[src/rtl/alu_serial_core_p.sv]
// Serial ALU core: receives B/A operand bytes and a command packet on sin,
// validates the frame and returns a result or error frame on sout.
module alu_serial_core_p #(
  parameter int unsigned DATA_BYTES     = 4,
  parameter int unsigned TIMEOUT_CYCLES = 64
) (
  input  logic clk,
  input  logic rst_n,
  input  logic sin,
  output logic sout,
  output logic busy
);
  localparam int unsigned W     = 8 * DATA_BYTES;
  localparam int unsigned NB    = 2 * DATA_BYTES;
  localparam int unsigned CNT_W = $clog2(NB + 2);
  localparam int unsigned TO_W  = (TIMEOUT_CYCLES < 2) ? 1 : $clog2(TIMEOUT_CYCLES);
  localparam int unsigned BI_W  = (DATA_BYTES < 2) ? 1 : $clog2(DATA_BYTES);
  localparam logic [CNT_W-1:0] CNT_FULL = CNT_W'(NB);
  localparam logic [CNT_W-1:0] CNT_SAT  = CNT_W'(NB + 1);
  localparam logic [TO_W-1:0]  TO_LAST  = TO_W'((TIMEOUT_CYCLES == 0) ? 0 : TIMEOUT_CYCLES - 1);

  typedef enum logic [1:0] {RX_IDLE, RX_SHIFT, RX_CHECK} rx_state_e;
  typedef enum logic [2:0] {TX_IDLE, TX_LOAD, TX_SEND_DATA, TX_SEND_STATUS, TX_SEND_ERR} tx_state_e;

  rx_state_e        rx_state_q;
  logic [9:0]       rx_sh_q;
  logic [3:0]       rx_bit_q;
  logic [2*W-1:0]   buf_q;
  logic [CNT_W-1:0] cnt_q;
  logic             frame_err_q;
  logic             armed_q;
  logic [TO_W-1:0]  to_cnt_q;

  tx_state_e        tx_state_q;
  logic             sout_q;
  logic             busy_q;
  logic [W-1:0]     c_q;
  logic [3:0]       flags_q;
  logic [2:0]       err_q;
  logic [9:0]       tx_sh_q;
  logic [3:0]       tx_bit_q;
  logic [BI_W-1:0]  byte_idx_q;

  function automatic logic [3:0] crc4_f(input logic [2*W+3:0] msg);
    logic [3:0] c;
    logic       fb;
    c = '0;
    for (int unsigned i = 0; i < 2*W+4; i++) begin
      fb = c[3] ^ msg[2*W+3-i];
      c  = {c[2:0], 1'b0} ^ (fb ? 4'b0011 : 4'b0000);
    end
    return c;
  endfunction

  function automatic logic [2:0] crc3_f(input logic [W+4:0] msg);
    logic [2:0] c;
    logic       fb;
    c = '0;
    for (int unsigned i = 0; i < W+5; i++) begin
      fb = c[2] ^ msg[W+4-i];
      c  = {c[1:0], 1'b0} ^ (fb ? 3'b011 : 3'b000);
    end
    return c;
  endfunction

  logic [W-1:0] b_w, a_w, alu_c;
  logic [W:0]   sum_w, diff_w;
  logic [2:0]   op_w;
  logic [3:0]   alu_flags;
  logic         carry_w, ovf_w, cmd_fire, err_data, err_crc, err_op;

  always_comb begin
    b_w      = buf_q[2*W-1:W];
    a_w      = buf_q[W-1:0];
    op_w     = rx_sh_q[7:5];
    cmd_fire = (rx_state_q == RX_CHECK) && rx_sh_q[9];
    err_data = frame_err_q || !rx_sh_q[0] || (cnt_q != CNT_FULL);
    err_crc  = !err_data && (rx_sh_q[4:1] != crc4_f({b_w, a_w, 1'b1, op_w}));
    err_op   = !err_data && !err_crc &&
               !(op_w == 3'b000 || op_w == 3'b001 || op_w == 3'b100 || op_w == 3'b101);
    sum_w    = {1'b0, b_w} + {1'b0, a_w};
    diff_w   = {1'b0, b_w} - {1'b0, a_w};
    alu_c    = '0;
    carry_w  = 1'b0;
    ovf_w    = 1'b0;
    case (op_w)
      3'b000: alu_c = b_w & a_w;
      3'b001: alu_c = b_w | a_w;
      3'b100: begin
        alu_c   = sum_w[W-1:0];
        carry_w = sum_w[W];
        ovf_w   = (b_w[W-1] == a_w[W-1]) && (alu_c[W-1] != b_w[W-1]);
      end
      3'b101: begin
        // Extra MSB of the widened difference is the unsigned borrow.
        alu_c   = diff_w[W-1:0];
        carry_w = diff_w[W];
        ovf_w   = (b_w[W-1] != a_w[W-1]) && (alu_c[W-1] != b_w[W-1]);
      end
      default: ;
    endcase
    alu_flags = {carry_w, ovf_w, (alu_c == '0), alu_c[W-1]};
  end

  always_ff @(posedge clk or negedge rst_n) begin
    if (!rst_n) begin
      rx_state_q  <= RX_IDLE;
      rx_sh_q     <= '0;
      rx_bit_q    <= '0;
      buf_q       <= '0;
      cnt_q       <= '0;
      frame_err_q <= 1'b0;
      armed_q     <= 1'b0;
      to_cnt_q    <= '0;
    end else begin
      to_cnt_q <= '0;
      if (busy_q) begin
        rx_state_q <= RX_IDLE;
        armed_q    <= 1'b0;
      end else begin
        case (rx_state_q)
          RX_IDLE: begin
            if (!armed_q) begin
              armed_q <= sin;
            end else if (!sin) begin
              rx_state_q <= RX_SHIFT;
              rx_bit_q   <= '0;
            end else if (TIMEOUT_CYCLES != 0 && cnt_q != '0) begin
              if (to_cnt_q == TO_LAST) begin
                buf_q       <= '0;
                cnt_q       <= '0;
                frame_err_q <= 1'b0;
              end else begin
                to_cnt_q <= to_cnt_q + TO_W'(1);
              end
            end
          end
          RX_SHIFT: begin
            rx_sh_q  <= {rx_sh_q[8:0], sin};
            rx_bit_q <= rx_bit_q + 4'd1;
            if (rx_bit_q == 4'd9) rx_state_q <= RX_CHECK;
          end
          RX_CHECK: begin
            if (rx_sh_q[9]) begin
              buf_q       <= '0;
              cnt_q       <= '0;
              frame_err_q <= 1'b0;
              armed_q     <= 1'b0;
              rx_state_q  <= RX_IDLE;
            end else begin
              buf_q <= {buf_q[2*W-9:0], rx_sh_q[8:1]};
              if (cnt_q != CNT_SAT) cnt_q <= cnt_q + CNT_W'(1);
              if (!rx_sh_q[0]) frame_err_q <= 1'b1;
              // A start bit right after a data stop bit begins the next packet.
              if (!sin) begin
                rx_state_q <= RX_SHIFT;
                rx_bit_q   <= '0;
              end else begin
                rx_state_q <= RX_IDLE;
              end
            end
          end
          default: rx_state_q <= RX_IDLE;
        endcase
      end
    end
  end

  logic [2:0]      crc3_w;
  logic [BI_W-1:0] nxt_idx;
  logic [7:0]      next_byte;
  logic [9:0]      err_pkt, status_pkt;

  always_comb begin
    crc3_w     = crc3_f({c_q, 1'b0, flags_q});
    nxt_idx    = byte_idx_q - BI_W'(1);
    next_byte  = c_q[{nxt_idx, 3'b000} +: 8];
    err_pkt    = {2'b11, err_q, err_q, ^{1'b1, err_q, err_q}, 1'b1};
    status_pkt = {2'b10, flags_q, crc3_w, 1'b1};
  end

  always_ff @(posedge clk or negedge rst_n) begin
    if (!rst_n) begin
      tx_state_q <= TX_IDLE;
      sout_q     <= 1'b1;
      busy_q     <= 1'b0;
      c_q        <= '0;
      flags_q    <= '0;
      err_q      <= '0;
      tx_sh_q    <= '0;
      tx_bit_q   <= '0;
      byte_idx_q <= '0;
    end else begin
      case (tx_state_q)
        TX_IDLE: begin
          sout_q <= 1'b1;
          if (cmd_fire) begin
            busy_q     <= 1'b1;
            c_q        <= alu_c;
            flags_q    <= alu_flags;
            err_q      <= {err_data, err_crc, err_op};
            tx_state_q <= TX_LOAD;
          end
        end
        TX_LOAD: begin
          sout_q   <= 1'b0;
          tx_bit_q <= '0;
          if (err_q != '0) begin
            tx_sh_q    <= err_pkt;
            tx_state_q <= TX_SEND_ERR;
          end else begin
            tx_sh_q    <= {1'b0, c_q[W-1 -: 8], 1'b1};
            byte_idx_q <= BI_W'(DATA_BYTES - 1);
            tx_state_q <= TX_SEND_DATA;
          end
        end
        default: begin
          if (tx_bit_q != 4'd10) begin
            sout_q   <= tx_sh_q[9];
            tx_sh_q  <= {tx_sh_q[8:0], 1'b0};
            tx_bit_q <= tx_bit_q + 4'd1;
          end else if (tx_state_q == TX_SEND_DATA) begin
            sout_q   <= 1'b0;
            tx_bit_q <= '0;
            if (byte_idx_q != '0) begin
              tx_sh_q    <= {1'b0, next_byte, 1'b1};
              byte_idx_q <= nxt_idx;
            end else begin
              tx_sh_q    <= status_pkt;
              tx_state_q <= TX_SEND_STATUS;
            end
          end else begin
            sout_q     <= 1'b1;
            busy_q     <= 1'b0;
            tx_state_q <= TX_IDLE;
          end
        end
      endcase
    end
  end

  assign sout = sout_q;
  assign busy = busy_q;

endmodule

[config.mk]
export PLATFORM = sky130hd
export DESIGN_NAME = alu_serial_core_p
export DESIGN_NICKNAME = d
export VERILOG_FILES = /design/src/rtl/alu_serial_core_p.sv
export SDC_FILE = /design/constraint.sdc
export NUM_CORES = 1
export LEC_CHECK = 0
export CORE_MARGIN = 5
export CORE_UTILIZATION = 30
export DETAILED_ROUTE_END_ITERATION = 10
export GPL_TIMING_DRIVEN = 1
export PLACE_DENSITY = 0.49
export SETUP_SLACK_MARGIN = 0.05
export SLEW_MARGIN = 25
export SYNTH_ARGS = -nofsm -noshare
export SYNTH_HDL_FRONTEND = slang
export SYNTH_SLANG_ARGS = --single-unit
[constraint.sdc]
create_clock -name clk -period 11.5 [get_ports clk]
set_clock_uncertainty 0.1 [all_clocks]
set_input_delay 2.3 -clock clk [delete_from_list [all_inputs] [get_ports clk]]
set_output_delay 2.3 -clock clk [all_outputs]
set_load 0.03 [all_outputs]
==> results of run 1 <==
[flip-flops by register name, indices dropped and copies added, names as in the netlist, 2 cells and up]
name	count
flags_q	4
to_cnt_q	6
tx_state_q	3
tx_sh_q	10
rx_sh_q	10
byte_idx_q	2
rx_state_q	2
cnt_q	4
buf_q	64
tx_bit_q	4
err_q	3
rx_bit_q	4
c_q	31
[cell type report]
type	instances	area, sq um
multi-input combinational	1129	8110
inverter	106	398
timing repair buffer	15	124
clock inverter	14	155
tap	539	674
sequential	151	3780
clock buffer	18	429
fill	4429	28000
[worst max-delay path: cells and delay by family, from the launching register on]
| kind | cells | cell delay (ns) |
|---|---|---|
| simple gates | 3 | 0.64 |
| flops | 1 | 0.44 |
| xor+xnor | 1 | 0.13 |
| compound gates | 10 | 2.75 |
| fa+ha+maj | 2 | 0.66 |
[per-layer routing]
metal  vias up  routed length, um  track usage
met2       233              17400        0.260
li1       5032                  -            -
met4         0                922       0.0485
met1      4979              18400        0.232
met3        40               1660       0.0332
met5         -                  0            0
[stage by stage]
stage / utilization / hold WS [ns] / instances / setup WS (ns) / cell area [sq um]
final: 0.328 / 0.359 / 1972 / 6.70 / 13700
after global routing: 0.328 / 0.395 / 1972 / 6.36 / 13700
after CTS: 0.328 / 0.367 / 1972 / 6.69 / 13700
after detailed placement: 0.314 / 0.352 / 1940 / 6.73 / 13100
after global placement: 0.314 / 0.354 / 1940 / 6.72 / 13100
after floorplan: - / 0.331 / 1467 / 7.35 / 12600
[logic make-up after synthesis]
group / Yosys count / share of synthesized area
AO/OA/AOI/OAI: 391 / 0.196
XOR/XNOR: 193 / 0.143
adder cells (fa/ha/maj): 107 / 0.108
buffers and inverters: 187 / 0.0559
flip-flops: 151 / 0.301
multiplexers: 53 / 0.0542
AND/OR/NAND/NOR: 385 / 0.142
[worst max path at each step]
stage | cells past startpoint | endpoint | slack, ns | startpoint
2_1_floorplan | 16 | flags_q[1] | 7.35 | buf_q[0]
5_1_grt | 16 | flags_q[1] | 6.36 | buf_q[0]
3_3_place_gp | 16 | flags_q[1] | 6.72 | buf_q[0]
3_5_place_dp | 16 | flags_q[1] | 6.73 | buf_q[0]
6_report | 16 | flags_q[1] | 6.70 | buf_q[0]
4_1_cts | 16 | flags_q[1] | 6.69 | buf_q[0]
[cells in the mapped netlist, drive strengths merged (25+ instances only)]
library cell    n
dfrtp         150
nor2          122
clkbuf         69
ha            105
nor3           25
xnor2         160
o21ai         130
nand2          87
inv           106
a21oi          91
mux2           30
nand3          73
xor2           27
a211oi         41
==> flow_summary.yaml, run 1 <==
synth:
  netlist_area_sq_um: 12600
  yosys_warnings: 0
  synth_top_area_share: 0.299
  synth-seq-cells: 151
  yosys.area.top_type: "dfrtp_1"
  syn_area_per_cell_sq_um: 8.57
  synth.net_count: 1577
  postSynth.asyncResetShare: 1.00
  synthTopCellsByArea: "dfrtp_1 (30%), xnor2_1 (11%), ha_1 (10%)"
  synth_seq_area_share: 0.301
  ys_types: 74
  synth_cells: 1467
  synth_flop_cell: "dfrtp_1"
  synth_edf_count: 0
detailed_routing:
  vias: 10300
  dr.pass1.iters: 5
  antenna_left: 0
  via_per_inst: 5.22
  post_drt_wl_per_cell_um: 19.5
  drt_iter0_drc: 772
  wirelength_um: 38400
  drcViolationCount: 0
cts:
  cts.htree.levels: 4
  cts.repair.resized: 0
  clk_path_buf_depth: 2
  cts.hold.buffers_added: 0
  clock_latency_ns: 0.46
  clk_pin_slew_worst_paths_ns: 0.07
  post_cts_buffers: 0
  cts_tree: "yes"
  cts_buffers: 17
  cts.sink_count: 151
  cts-root-buf: "clkbuf_16"
critical_path:
  reg2reg_from: "buf_q[0]"
  critPathMostFrequentCell: "a21oi_1"
  end_kind: "register"
  reg2reg_depth: 16
  cp_max_fo: 5
  max_stage_delay_ns: 0.50
  reg2reg_to: "flags_q[1]"
  worst_path_max_delay_cell: "a2111oi_0"
  cp-start-kind: "register"
  cp.arrival_ns: 5.07
  path_cells: "ha_1 -> fa_1 -> a21oi_1 -> o21bai_1 -> a21o_1 -> a211o_1 -> a2111oi_2 -> o21ai_0 -> a21oi_1 -> nor4_1 -> a2111oi_0 -> xnor2_1 -> a21boi_1 -> nand4b_1 -> or4b_1 -> o21ai_1"
  path_class: "register to register"
  required_ns: 11.78
  r2r_setup_slack_ns: 6.70
floorplan:
  core_area_sq_um: 41700
  boundaryPins: 5
  rows: 75
  dieArea_sq_um: 46100
  die_y_um: 215
  initial_core_util: 0.302
  die_x_um: 215
grt:
  grt_pass1_vias: 9995
  grt_max_degree: 96
  grt_overflow: 0
  grt_pass1_wl_um: 60200
  antenna_found_initial: 0
  grt.total_usage: 0.166
finish:
  antenna_cells: 0
  drive_above_1_share: 0.0712
  layout_common_cells: "xnor2_1 (157), dfrtp_1 (149), o21ai_0 (127), nor2_1 (122)"
  area_growth_pct: 8.80
  layout_commonest_cell: "xnor2_1"
  fin_nets: 1530
placement:
  dp_hpwl_um: 29100
  port_buffers: 4
  gp_congestion: 0.884
sta:
  relSlewSlack: 0.402
  layout_worst_path_cycle_share: 0.417
  fin_crit_ns: 4.80
  fin_setup_tns_ns: 0
  setup_violations: 0
  fmax_mhz: 208
  rsz0062_at_grt: "no"
  tightestPinTransition_ns: 0.891
  drv_slew: 0
  hold_viol: 0
status:
  status: "finished, final reports clean"
min_path:
  min-delay-start: "to_cnt_q[0]"
  hold_class: "register to register"
  hold_depth: 1
  holdPathEnd: "to_cnt_q[0]"
flow_run:
  drv_cap: 0
Power of run 1 is not shown: default switching activity piles up to over one toggle a cycle in this logic, so the estimate is an artifact.
==> run 2, diff against run 1 <==
==> constraint.sdc (replaced) <==
create_clock -name clk -period 4.47 [get_ports clk]
set_clock_uncertainty 0.1 [all_clocks]
set_input_delay 0.894 -clock clk [delete_from_list [all_inputs] [get_ports clk]]
set_output_delay 0.894 -clock clk [all_outputs]
set_load 0.03 [all_outputs]
==> run 2 against run 1 <==
  * Worst hold slack worse by 0.0024 ns
  * Die area stayed put
  * Maximum frequency is 12% higher
  * Via count is 3.2% higher
  * Clock-buffer cell count is 1 lower
  * Setup slack worse by 6.5 ns
  * Sequential cell count stayed put
  * Utilization is 1.9 points higher
==> flow_summary.yaml, run 2 (synthesized netlist as in run 1, its figures left out) <==
status:
  status: "finished, final reports clean"
detailed_routing:
  antenna_left: 0
  highest_layer: "met4"
  wl_met2_um: 18400
  post_drt_wl_per_cell_um: 19.8
  dr.pass1.iters: 5
  vias: 10600
  m1WireLength_um: 19600
  via_per_inst: 5.20
  drcViolationCount: 0
  drt_iter0_drc: 967
  dr_wl_met3_um: 1680
  wirelength_um: 40400
placement:
  post-place-ws_ns: -0.167
  port_buffers: 4
  gp_congestion: 0.899
  dpl.cell_count: 1999
  dp_hpwl_um: 30900
finish:
  layout_commonest_cell: "xnor2_1"
  fillers: 4425
  largest_register_ffs: 64
  instances_no_fill: 2039
  regMostFlops: "buf_q"
  top_regs: "buf_q: 64 flops, c_q: 31 flops"
  layout_common_cells: "xnor2_1 (155), dfrtp_1 (148), o21ai_0 (126), nor2_1 (122), inv_1 (104)"
  area_growth_pct: 15.2
  fin_nets: 1597
  antenna_cells: 0
  drive_above_1_share: 0.138
floorplan:
  initial_core_util: 0.302
  core_area_sq_um: 41700
  dieArea_sq_um: 46100
  die_y_um: 215
  rows: 75
  die_x_um: 215
  boundaryPins: 5
critical_path:
  path_class: "register to register"
  cp_max_fo: 3
  required_ns: 4.75
  end_kind: "register"
  startpoint: "buf_q[32]"
  cp.arrival_ns: 4.58
  cp-start-kind: "register"
  reg2reg_from: "buf_q[32]"
sta:
  hold_viol: 0
  tightestPinTransition_ns: 0.968
  layout_worst_path_cycle_share: 0.962
  relSlewSlack: 0.352
  fin_crit_ns: 4.30
  worst_slack_ns: 0.169
  fin_setup_tns_ns: 0
  rsz0062_at_grt: "yes"
  drv_slew: 0
  setup_violations: 0
  whs_ns: 0.357
  fmax_mhz: 233
cts:
  cts_tree: "yes"
  cts.htree.levels: 4
  clk_path_buf_depth: 2
  cts.hold.buffers_added: 0
  cts_buffers: 17
  clock_latency_ns: 0.45
  clk_pin_slew_worst_paths_ns: 0.07
  cts.sink_count: 151
  cts-root-buf: "clkbuf_16"
grt:
  grt.total_usage: 0.174
  grt_pass1_wl_um: 63300
  grt_overflow: 0
  grt_pass1_vias: 10300
  grt_max_degree: 104
  antenna_found_initial: 0
min_path:
  min-delay-start: "to_cnt_q[0]"
  hold_class: "register to register"
flow_run:
  drv_cap: 0
## run 2: cell types whose count changed in the layout (fill, tap and decap cells not counted), sizes merged
cell and change:
buf +66, clkinv +3, clkinvlp -2
## run 2: final timing paths
path | to | slack (ns) | depth (start not counted)
setup / recovery | flags_q[1] | 0.17 | 19
hold / removal | to_cnt_q[0] | 0.36 | 1
setup reg to reg | flags_q[1] | 0.17 | 19
hold reg to reg | to_cnt_q[0] | 0.36 | 1
max in group asynchronous | buf_q[59] | 2.98 | 2
min in group asynchronous | rx_bit_q[3] | 0.44 | 1
## run 2: metrics by stage
step	area, sq um	utilization
4_1_cts	14200	0.341
3_5_place_dp	13600	0.326
5_1_grt	14500	0.348
6_report	14500	0.348
2_1_floorplan	12600	-
3_3_place_gp	13600	0.326
## run 2: worst max-delay path: stages, from the launching register on
cell and delay (ns):
dfrtp_1 0.41, buf_6 0.12, inv_2 0.05, ha_4 0.16, fa_2 0.33, o21bai_1 0.16
a21o_1 0.15, a21o_1 0.14, a2111o_1 0.18, a21oi_2 0.09, o41a_1 0.43, a21bo_2 0.24
a21o_1 0.20, a2111oi_4 0.31, buf_4 0.16, xnor2_1 0.08, a21boi_2 0.21, nand4b_1 0.11
or4b_4 0.49, o21ai_2 0.13
## run 2: per-layer routing
| layer | track usage | vias to the layer above |
|---|---|---|
| li1 | - | 5162 |
| met1 | 0.252 | 5180 |
| met2 | 0.273 | 237 |
| met3 | 0.0275 | 30 |
| met4 | 0.0406 | 0 |
| met5 | 0 | - |
## run 2: area by class of cell
type | count | area, sq um | share of cell area
clock buffer | 17 | 425 | 0.0294
inverter | 106 | 398 | 0.0275
tap | 539 | 674 | 0.0466
timing repair buffer | 82 | 678 | 0.0468
clock inverter | 15 | 180 | 0.0124
sequential | 151 | 3780 | 0.261
multi-input combinational | 1129 | 8340 | 0.576
## run 2: timing repair
| action | in CTS | in global routing |
|---|---|---|
| setup endpoints to repair | 2 | 4 |
| resized for setup | 7 | 45 |
| setup buffers | 0 | 8 |
| hold endpoints to repair | 0 | 0 |
| pin swaps | 3 | 28 |
Power of run 2 is left out for the same reason.
